### src/rtl/targ_pred_ctrl_pkg.sv
// Shared core types for the target predictor and its initiator-side controller.
// Provides addr_t, predictor req/rsp/feedback bundles, the tracking entry and FSM states.
package core;

    typedef logic [31:0] addr_t;

    // Predictor history depth; the controller's max_paths must match it.
    localparam int TP_DEPTH = 3;
    localparam int TP_CNT_W = $clog2(TP_DEPTH + 1);

    typedef struct packed {
        logic  valid;
        addr_t base_pc;
    } targ_pred_req_t;

    typedef struct packed {
        logic [TP_CNT_W-1:0]   cnt;
        addr_t [TP_DEPTH-1:0]  pc;
    } targ_pred_rsp_t;

    typedef struct packed {
        logic  valid;
        addr_t base_pc;
        addr_t targ_pc;
    } targ_pred_fb_t;

    typedef struct packed {
        logic                  alloc;
        addr_t                 base_pc;
        logic [TP_CNT_W-1:0]   pred_cnt;
        addr_t [TP_DEPTH-1:0]  pred_pc;
    } targ_pred_entry_t;

    typedef enum logic {
        IDLE,
        LAUNCH
    } ctrl_state_t;

    localparam targ_pred_req_t targ_pred_req_rst = '0;
    localparam targ_pred_fb_t  targ_pred_fb_rst  = '0;

    // True when launch pointer k is the last stored candidate.
    function automatic logic last_path(
        input logic [TP_CNT_W-1:0] k,
        input logic [TP_CNT_W-1:0] cnt
    );
        return (k + TP_CNT_W'(1)) == cnt;
    endfunction

endpackage

### src/rtl/targ_pred_ctrl_if.sv
// Jump / path / resolution handshake bundle of the target predictor controller.
// slave: controller side; master: core side (dispatch, fetch, branch unit).
interface targ_pred_ctrl_if #(
    parameter int entries   = 4,
    parameter int max_paths = 3
);
    localparam int TAG_W = $clog2(entries);
    localparam int IDX_W = $clog2(max_paths);

    logic             jmp_valid;
    logic             jmp_ready;
    core::addr_t      jmp_pc;
    logic [TAG_W-1:0] jmp_tag;

    logic             path_valid;
    logic             path_ready;
    core::addr_t      path_pc;
    logic [TAG_W-1:0] path_tag;
    logic [IDX_W-1:0] path_idx;

    logic             res_valid;
    logic [TAG_W-1:0] res_tag;
    core::addr_t      res_targ_pc;
    logic             res_out_valid;
    logic             res_hit;
    logic [IDX_W-1:0] res_hit_idx;

    modport slave (
        input  jmp_valid, jmp_pc, path_ready,
        input  res_valid, res_tag, res_targ_pc,
        output jmp_ready, jmp_tag,
        output path_valid, path_pc, path_tag, path_idx,
        output res_out_valid, res_hit, res_hit_idx
    );

    modport master (
        output jmp_valid, jmp_pc, path_ready,
        output res_valid, res_tag, res_targ_pc,
        input  jmp_ready, jmp_tag,
        input  path_valid, path_pc, path_tag, path_idx,
        input  res_out_valid, res_hit, res_hit_idx
    );

endinterface

### src/rtl/targ_pred_ctrl_match.sv
// Compares a resolved target against the valid candidates of one entry.
// Ports: entry, targ in; hit (any match), idx (lowest matching index, 0 on miss) out.
module targ_pred_match
    import core::*;
#(
    parameter int max_paths = 3
) (
    input  targ_pred_entry_t               entry,
    input  addr_t                          targ,
    output logic                           hit,
    output logic [$clog2(max_paths)-1:0]   idx
);
    localparam int IDX_W = $clog2(max_paths);

    // Scan high to low so the lowest matching slot wins.
    always_comb begin
        hit = 1'b0;
        idx = '0;
        for (int i = TP_DEPTH - 1; i >= 0; i--) begin
            if (TP_CNT_W'(i) < entry.pred_cnt && entry.pred_pc[i] == targ) begin
                hit = 1'b1;
                idx = IDX_W'(i);
            end
        end
    end

endmodule

### src/rtl/targ_pred_ctrl.sv
// Initiator-side target predictor controller: allocates tracking entries, launches
// candidate fetch paths and reports resolutions. Ports: clk, rst (async, low), en,
// bus (jump/path/resolution handshakes), targ_pred_req/rsp/fb (predictor ports).
module targ_pred_ctrl
    import core::*;
#(
    parameter int entries   = 4,
    parameter int max_paths = 3
) (
    input  logic            clk,
    input  logic            rst,
    input  logic            en,
    targ_pred_ctrl_if.slave bus,
    output targ_pred_req_t  targ_pred_req,
    input  targ_pred_rsp_t  targ_pred_rsp,
    output targ_pred_fb_t   targ_pred_fb
);
    localparam int TAG_W = $clog2(entries);
    localparam int IDX_W = $clog2(max_paths);

    targ_pred_entry_t tbl [entries];
    ctrl_state_t      state, state_nx;
    logic [IDX_W-1:0] k, k_nx;
    logic [TAG_W-1:0] ltag, ltag_nx;

    logic [TAG_W-1:0] free_idx;
    logic             any_free;
    logic             jmp_ready_w, path_valid_w;
    logic             accept, fire, res_ok, abort;
    logic             m_hit;
    logic [IDX_W-1:0] m_idx;
    targ_pred_entry_t cur, res_ent;

    logic             rov_q, hit_q;
    logic [IDX_W-1:0] hidx_q;
    targ_pred_fb_t    fb_q;

    // Free vector from registered alloc bits; a same-cycle resolve frees next cycle.
    always_comb begin
        any_free = 1'b0;
        free_idx = '0;
        for (int i = entries - 1; i >= 0; i--) begin
            if (!tbl[i].alloc) begin
                any_free = 1'b1;
                free_idx = TAG_W'(i);
            end
        end
    end

    assign cur     = tbl[ltag];
    assign res_ent = tbl[bus.res_tag];

    // rst gate keeps jmp_ready low while reset is held.
    assign jmp_ready_w  = rst && en && state == IDLE && any_free;
    assign path_valid_w = en && state == LAUNCH;

    assign accept = bus.jmp_valid && jmp_ready_w;
    assign fire   = path_valid_w && bus.path_ready;
    assign res_ok = bus.res_valid && res_ent.alloc;
    assign abort  = res_ok && state == LAUNCH && bus.res_tag == ltag;

    assign bus.jmp_ready  = jmp_ready_w;
    assign bus.jmp_tag    = free_idx;
    assign bus.path_valid = path_valid_w;
    assign bus.path_pc    = cur.pred_pc[k];
    assign bus.path_idx   = k;
    assign bus.path_tag   = ltag;

    assign bus.res_out_valid = rov_q;
    assign bus.res_hit       = hit_q;
    assign bus.res_hit_idx   = hidx_q;
    assign targ_pred_fb      = fb_q;

    always_comb begin
        targ_pred_req = targ_pred_req_rst;
        if (accept) begin
            targ_pred_req.valid   = 1'b1;
            targ_pred_req.base_pc = bus.jmp_pc;
        end
    end

    targ_pred_match #(
        .max_paths (max_paths)
    ) u_match (
        .entry (res_ent),
        .targ  (bus.res_targ_pc),
        .hit   (m_hit),
        .idx   (m_idx)
    );

    always_comb begin
        state_nx = state;
        k_nx     = k;
        ltag_nx  = ltag;
        unique case (state)
            IDLE: begin
                if (accept && targ_pred_rsp.cnt != '0) begin
                    state_nx = LAUNCH;
                    k_nx     = '0;
                    ltag_nx  = free_idx;
                end
            end
            LAUNCH: begin
                if (abort) begin
                    state_nx = IDLE;
                    k_nx     = '0;
                end else if (fire) begin
                    if (last_path(TP_CNT_W'(k), cur.pred_cnt)) begin
                        state_nx = IDLE;
                        k_nx     = '0;
                    end else begin
                        k_nx = k + IDX_W'(1);
                    end
                end
            end
            default: state_nx = IDLE;
        endcase
    end

    always_ff @(posedge clk or negedge rst) begin
        if (!rst) begin
            state  <= IDLE;
            k      <= '0;
            ltag   <= '0;
            for (int i = 0; i < entries; i++) tbl[i] <= '0;
            rov_q  <= 1'b0;
            hit_q  <= 1'b0;
            hidx_q <= '0;
            fb_q   <= targ_pred_fb_rst;
        end else begin
            state <= state_nx;
            k     <= k_nx;
            ltag  <= ltag_nx;
            for (int i = 0; i < entries; i++) begin
                if (accept && free_idx == TAG_W'(i)) begin
                    tbl[i].alloc    <= 1'b1;
                    tbl[i].base_pc  <= bus.jmp_pc;
                    tbl[i].pred_cnt <= targ_pred_rsp.cnt;
                    tbl[i].pred_pc  <= targ_pred_rsp.pc;
                end else if (res_ok && bus.res_tag == TAG_W'(i)) begin
                    tbl[i].alloc <= 1'b0;
                end
            end
            rov_q  <= res_ok;
            hit_q  <= res_ok && m_hit;
            hidx_q <= res_ok ? m_idx : '0;
            if (res_ok) begin
                fb_q.valid   <= 1'b1;
                fb_q.base_pc <= res_ent.base_pc;
                fb_q.targ_pc <= bus.res_targ_pc;
            end else begin
                fb_q <= targ_pred_fb_rst;
            end
        end
    end

endmodule

### src/flat_wrapper.sv
// flat-port wrapper written by rule: the top's interface ports become plain ports
module targ_pred_ctrl_flat import core::*;
#(
    parameter int entries   = 4,
    parameter int max_paths = 3
)
  (clk, rst, en, targ_pred_req, targ_pred_rsp, targ_pred_fb, bus_jmp_valid, bus_jmp_pc, bus_path_ready, bus_res_valid, bus_res_tag, bus_res_targ_pc, bus_jmp_ready, bus_jmp_tag, bus_path_valid, bus_path_pc, bus_path_tag, bus_path_idx, bus_res_out_valid, bus_res_hit, bus_res_hit_idx);
  targ_pred_ctrl_if #(.entries(entries), .max_paths(max_paths)) bus_i ();
  input  logic clk;
  input  logic rst;
  input  logic en;
  output targ_pred_req_t targ_pred_req;
  input  targ_pred_rsp_t targ_pred_rsp;
  output targ_pred_fb_t targ_pred_fb;
  input wire logic [$bits(bus_i.jmp_valid)-1:0] bus_jmp_valid;
  input wire logic [$bits(bus_i.jmp_pc)-1:0] bus_jmp_pc;
  input wire logic [$bits(bus_i.path_ready)-1:0] bus_path_ready;
  input wire logic [$bits(bus_i.res_valid)-1:0] bus_res_valid;
  input wire logic [$bits(bus_i.res_tag)-1:0] bus_res_tag;
  input wire logic [$bits(bus_i.res_targ_pc)-1:0] bus_res_targ_pc;
  output wire logic [$bits(bus_i.jmp_ready)-1:0] bus_jmp_ready;
  output wire logic [$bits(bus_i.jmp_tag)-1:0] bus_jmp_tag;
  output wire logic [$bits(bus_i.path_valid)-1:0] bus_path_valid;
  output wire logic [$bits(bus_i.path_pc)-1:0] bus_path_pc;
  output wire logic [$bits(bus_i.path_tag)-1:0] bus_path_tag;
  output wire logic [$bits(bus_i.path_idx)-1:0] bus_path_idx;
  output wire logic [$bits(bus_i.res_out_valid)-1:0] bus_res_out_valid;
  output wire logic [$bits(bus_i.res_hit)-1:0] bus_res_hit;
  output wire logic [$bits(bus_i.res_hit_idx)-1:0] bus_res_hit_idx;
  assign bus_i.jmp_valid = bus_jmp_valid;
  assign bus_i.jmp_pc = bus_jmp_pc;
  assign bus_i.path_ready = bus_path_ready;
  assign bus_i.res_valid = bus_res_valid;
  assign bus_i.res_tag = bus_res_tag;
  assign bus_i.res_targ_pc = bus_res_targ_pc;
  assign bus_jmp_ready = bus_i.jmp_ready;
  assign bus_jmp_tag = bus_i.jmp_tag;
  assign bus_path_valid = bus_i.path_valid;
  assign bus_path_pc = bus_i.path_pc;
  assign bus_path_tag = bus_i.path_tag;
  assign bus_path_idx = bus_i.path_idx;
  assign bus_res_out_valid = bus_i.res_out_valid;
  assign bus_res_hit = bus_i.res_hit;
  assign bus_res_hit_idx = bus_i.res_hit_idx;
  targ_pred_ctrl #(.entries(entries), .max_paths(max_paths)) u_core (.clk(clk), .rst(rst), .en(en), .bus(bus_i), .targ_pred_req(targ_pred_req), .targ_pred_rsp(targ_pred_rsp), .targ_pred_fb(targ_pred_fb));
endmodule
### config.mk
export PLATFORM = sky130hd
export DESIGN_NAME = targ_pred_ctrl_flat
export DESIGN_NICKNAME = d
export VERILOG_FILES = /design/src/rtl/targ_pred_ctrl_pkg.sv /design/src/rtl/targ_pred_ctrl_if.sv /design/src/rtl/targ_pred_ctrl_match.sv /design/src/rtl/targ_pred_ctrl.sv /design/src/flat_wrapper.sv
export SDC_FILE = /design/constraint.sdc
export NUM_CORES = 1
export LEC_CHECK = 0
export BUFFER_PORTS_ARGS = -buffer_cell sky130_fd_sc_hd__buf_2
export CAP_MARGIN = 20
export CORE_UTILIZATION = 57
export CTS_BUF_LIST = sky130_fd_sc_hd__clkbuf_8
export CTS_CLUSTER_DIAMETER = 60
export DETAILED_ROUTE_END_ITERATION = 12
export PLACE_DENSITY_LB_ADDON = 0.15
export SKIP_LAST_GASP = 1
export SLEW_MARGIN = 20
export SYNTH_ARGS = -nofsm -noshare
export SYNTH_HDL_FRONTEND = slang
export SYNTH_SLANG_ARGS = --single-unit
### constraint.sdc
create_clock -name clk -period 3.2 [get_ports clk]
set_input_delay 0.48 -clock clk [delete_from_list [all_inputs] [get_ports clk]]
set_output_delay 0.48 -clock clk [all_outputs]
set_load 0.01 [all_outputs]
==> qor.yml <==
grt:
  grt_pass1_vias: 19900
  grt_remaining_overflow: 0
  track_usage: 0.322
  grt_max_degree: 178
  grt_antenna_before_repair: 15
  grt_pass1_wl_mm: 127
floorplanning:
  placement_rows: 82
  dieArea_um2: 52600
  die_w_um: 229
  core_um2: 50600
  io_pins: 312
  start_util: 0.583
  die_h_um: 229
final_layout:
  final_nets: 2454
  multi_input_area_um2: 13900
  seq_area_um2: 15000
  drive_gt1_frac: 0.567
  fin_cells: 3042
  syn2layout_area_growth_pct: 18.0
  utilization: 0.688
  fillers: 3505
outcome:
  outcome: "finished clean"
sta:
  slew_headroom: 0.168
  setup_viol: 0
  totalNegativeSetupSlack_ns: 0
  fmax_mhz: 313
  skew_ns: 0.0311
  hold_viol: 0
  period_share: 1.00
  slew_violations: 0
  min_period_ns: 3.20
  rsz0062_at_grt: "true"
  fin_ws_ns: 0.00111
  tightest_slew_ns: 1.25
critical_path:
  cpMaxStageDelayCell: "dfrtp_4"
  critPathLaunchType: "flop"
  r2r_end: "u_core.bus.res_hit_idx[1]$_DFF_PN0_"
  timing.rr.start: "u_core.tbl[294]$_DFFE_PN0P_"
  crit_buf_inv: 4
  worstRegToRegCells: 7
  cp_max_fo: 8
  required_ns: 2.72
  crit_arrival_ns: 2.72
  crit_path_cell_trace: "buf_6 -> buf_12 -> buf_4 -> mux4_2 -> mux2i_2 -> o22ai_1 -> buf_2"
  worstSetupPathType: "reg2out"
  cp_slowest_stage_delay_ns: 0.51
  reg2reg_setup_slack_ns: 0.59
  crit_family: "multiplexers"
  critical_path.endpoint_type: "output port"
cts:
  htreeDepth: 3
  cts-root-buf: "clkbuf_8"
  cts_inserted_buffers: 99
  clockBufferDepth: 3
  cts_tree: "built"
  clock_sinks: 597
  clkLatencyLatePin_ns: 0.71
  clk_pin_slew_ns: 0.07
hold_path:
  whs_path_depth: 2
  hold_end: "u_core.tbl[328]$_DFFE_PN0P_"
  hp-class: "in2reg"
  hold_path_startpoint: "targ_pred_rsp[66]"
power:
  seqPwrFrac: 0.402
  p_sw_frac: 0.324
  leakagePower_nw: 16.6
  p_switching_w: 0.00860
  total_power_w: 0.0266
  vdd_drop_max_v: 0.000498
  pwr-share-comb: 0.337
  intPower_w: 0.0180
  clockPowerShare: 0.261
  powerDensity_nw_per_um2: 765
synthesis:
  ys_ff_latch: 597
  synth_most_common_cell: "dfrtp_1"
  ys.flop_type: "dfrtp_1"
  yosysWarnings: 0
  syn_area_um2: 29500
  syn_nets: 2070
  synth_area_leaders: "dfrtp_1 51%, mux2_2 20%, mux4_2 16%"
  synth_top_area_frac: 0.507
  synth_edf_count: 0
  synth_common_cells: "597 x dfrtp_1, 527 x mux2_2, 203 x mux4_2"
  ys_async_sr_fraction: 1.00
  synth_cell_types: 48
  avgSynthCellArea_um2: 15.5
  ys_seq_area_frac: 0.507
  synth_top_area_cell: "dfrtp_1"
  synthCells: 1900
drt:
  post_drt_wl_per_cell_um: 27.3
  vias_per_cell: 6.29
  drt_iter0_markers: 1579
  drc: 0
  vias: 19100
  drt_wl_total_mm: 83.2
  drtPass1Iterations: 5
  postRouteAntennaNets: 0
place:
  dp_worst_setup_slack_ns: 0.0333
  gp_congestion: 0.891
  hpwl_mm: 55.5
  placement.io_buffers: 311
  dpl.cell_count: 2823
flow_run:
  drv_cap: 0
worst reg2reg max path, delay by kind of cell, from the launching register on:
| family | cells | cell delay, ns |
|---|---|---|
| AND/OR/NAND/NOR | 5 | 1.39 |
| multiplexers | 1 | 0.53 |
| flip-flops | 1 | 0.40 |
| XOR/XNOR | 1 | 0.18 |
power by group through the flow:
stage	Clock, W	Combinational [W]	Sequential, W
after detailed placement	0	0.00819	0.0108
after floorplan	0	0.00557	0.0102
after global routing	0.00742	0.00940	0.0109
after global placement	0	0.00801	0.0107
final	0.00694	0.00898	0.0107
after CTS	0.00706	0.00875	0.0106
sequential cells by signal (all words and copies together) (netlist names):
register,flops
u_core.bus.res_hit,1
u_core.tbl,524
u_core.bus.res_hit_idx,2
u_core.state,1
u_core.bus.path_tag,2
u_core.bus.path_idx,2
u_core.targ_pred_fb,65
cells in the final DEF, fill, tap and decap left out, types with 5 or more instances in the layout:
| cell type | netlist | routed |
|---|---|---|
| inv_1 | 35 | 63 |
| clkbuf_8 | 0 | 134 |
| buf_2 | 55 | 308 |
| xor2_1 | 62 | 62 |
| a21oi_1 | 8 | 8 |
| buf_4 | 4 | 72 |
| nor4_1 | 14 | 14 |
| dfrtp_1 | 597 | 594 |
| and2_1 | 65 | 65 |
| o22ai_1 | 35 | 28 |
| diode_2 | 0 | 9 |
| nor2_1 | 6 | 6 |
| mux2i_2 | 0 | 15 |
| mux2i_4 | 0 | 9 |
| and3_1 | 32 | 32 |
| mux2i_1 | 52 | 28 |
| mux2_2 | 527 | 527 |
| nand4_1 | 11 | 11 |
| buf_12 | 3 | 23 |
| buf_6 | 7 | 10 |
| o22ai_2 | 0 | 7 |
| xnor2_1 | 32 | 32 |
| mux4_1 | 15 | 15 |
| nor3_1 | 8 | 5 |
| dlygate4sd3_1 | 0 | 8 |
| mux4_2 | 203 | 203 |
| nand2_1 | 14 | 14 |
| clkinv_2 | 0 | 8 |
layout make-up:
type,instances,share of cell area
Clock inverter,45,0.00712
Inverter,35,0.00378
Sequential cell,597,0.430
Multi-Input combinational cell,1125,0.400
Clock buffer,133,0.0526
Antenna cell,9,0.000648
Timing Repair Buffer,426,0.0818
Tap cell,672,0.0242
logic make-up (layout without fill, tap and decap cells):
kind of cell / after synthesis / count (layout) / share of synthesized area
AOI/OAI and AO/OA: 66 / 66 / 0.0147
xor gates and xnor gates: 94 / 94 / 0.0279
buffers and inverters: 178 / 639 / 0.0289
DFF: 597 / 597 / 0.507
muxes: 797 / 797 / 0.387
other: 0 / 9 / 0
and+or+nand+nor: 168 / 168 / 0.0342
timing repair:
action	CTS	global route
buffers inserted	17	6
resized for setup	34	22
pin swaps	0	0
gates cloned	1	1
hold endpoints to repair	59	0
setup endpoints to repair	32	21
hold buffers	8	0
worst max path at each step:
stage	startpoint	end	slack (ns)	depth (start not counted)
floorplan	u_core.bus.path_tag[0]$_DFFE_PN0P_	bus_path_pc[11]	0.47	6
global placement	bus_res_tag[0]	u_core.bus.res_hit$_DFF_PN0_	0.07	10
detailed placement	bus_res_tag[0]	u_core.bus.res_hit$_DFF_PN0_	0.03	10
CTS	u_core.bus.path_tag[0]$_DFFE_PN0P_	bus_path_pc[21]	-0.07	8
global route	u_core.bus.path_tag[0]$_DFFE_PN0P_	bus_path_pc[11]	-0.03	7
finish	u_core.bus.path_tag[0]$_DFFE_PN0P_	bus_path_pc[11]	0.001	7
through the flow:
stage / hold slack, ns / cell area (um2)
floorplan: 0.184 / 29500
global placement: 0.320 / 32000
detailed placement: 0.321 / 32000
CTS: 0.000613 / 34600
global route: 0.00973 / 34800
finish: 0.0477 / 34800
per-layer routing:
| metal | vias up | wire length, um | GRT usage |
|---|---|---|---|
| met3 | 148 | 5760 | 0.0779 |
| met4 | 10 | 2480 | 0.106 |
| met2 | 780 | 41600 | 0.522 |
| li1 | 7957 | - | - |
| met1 | 10200 | 33300 | 0.428 |
| met5 | - | 64 | 0 |
Note: power is estimated with default switching activity, not from simulation.
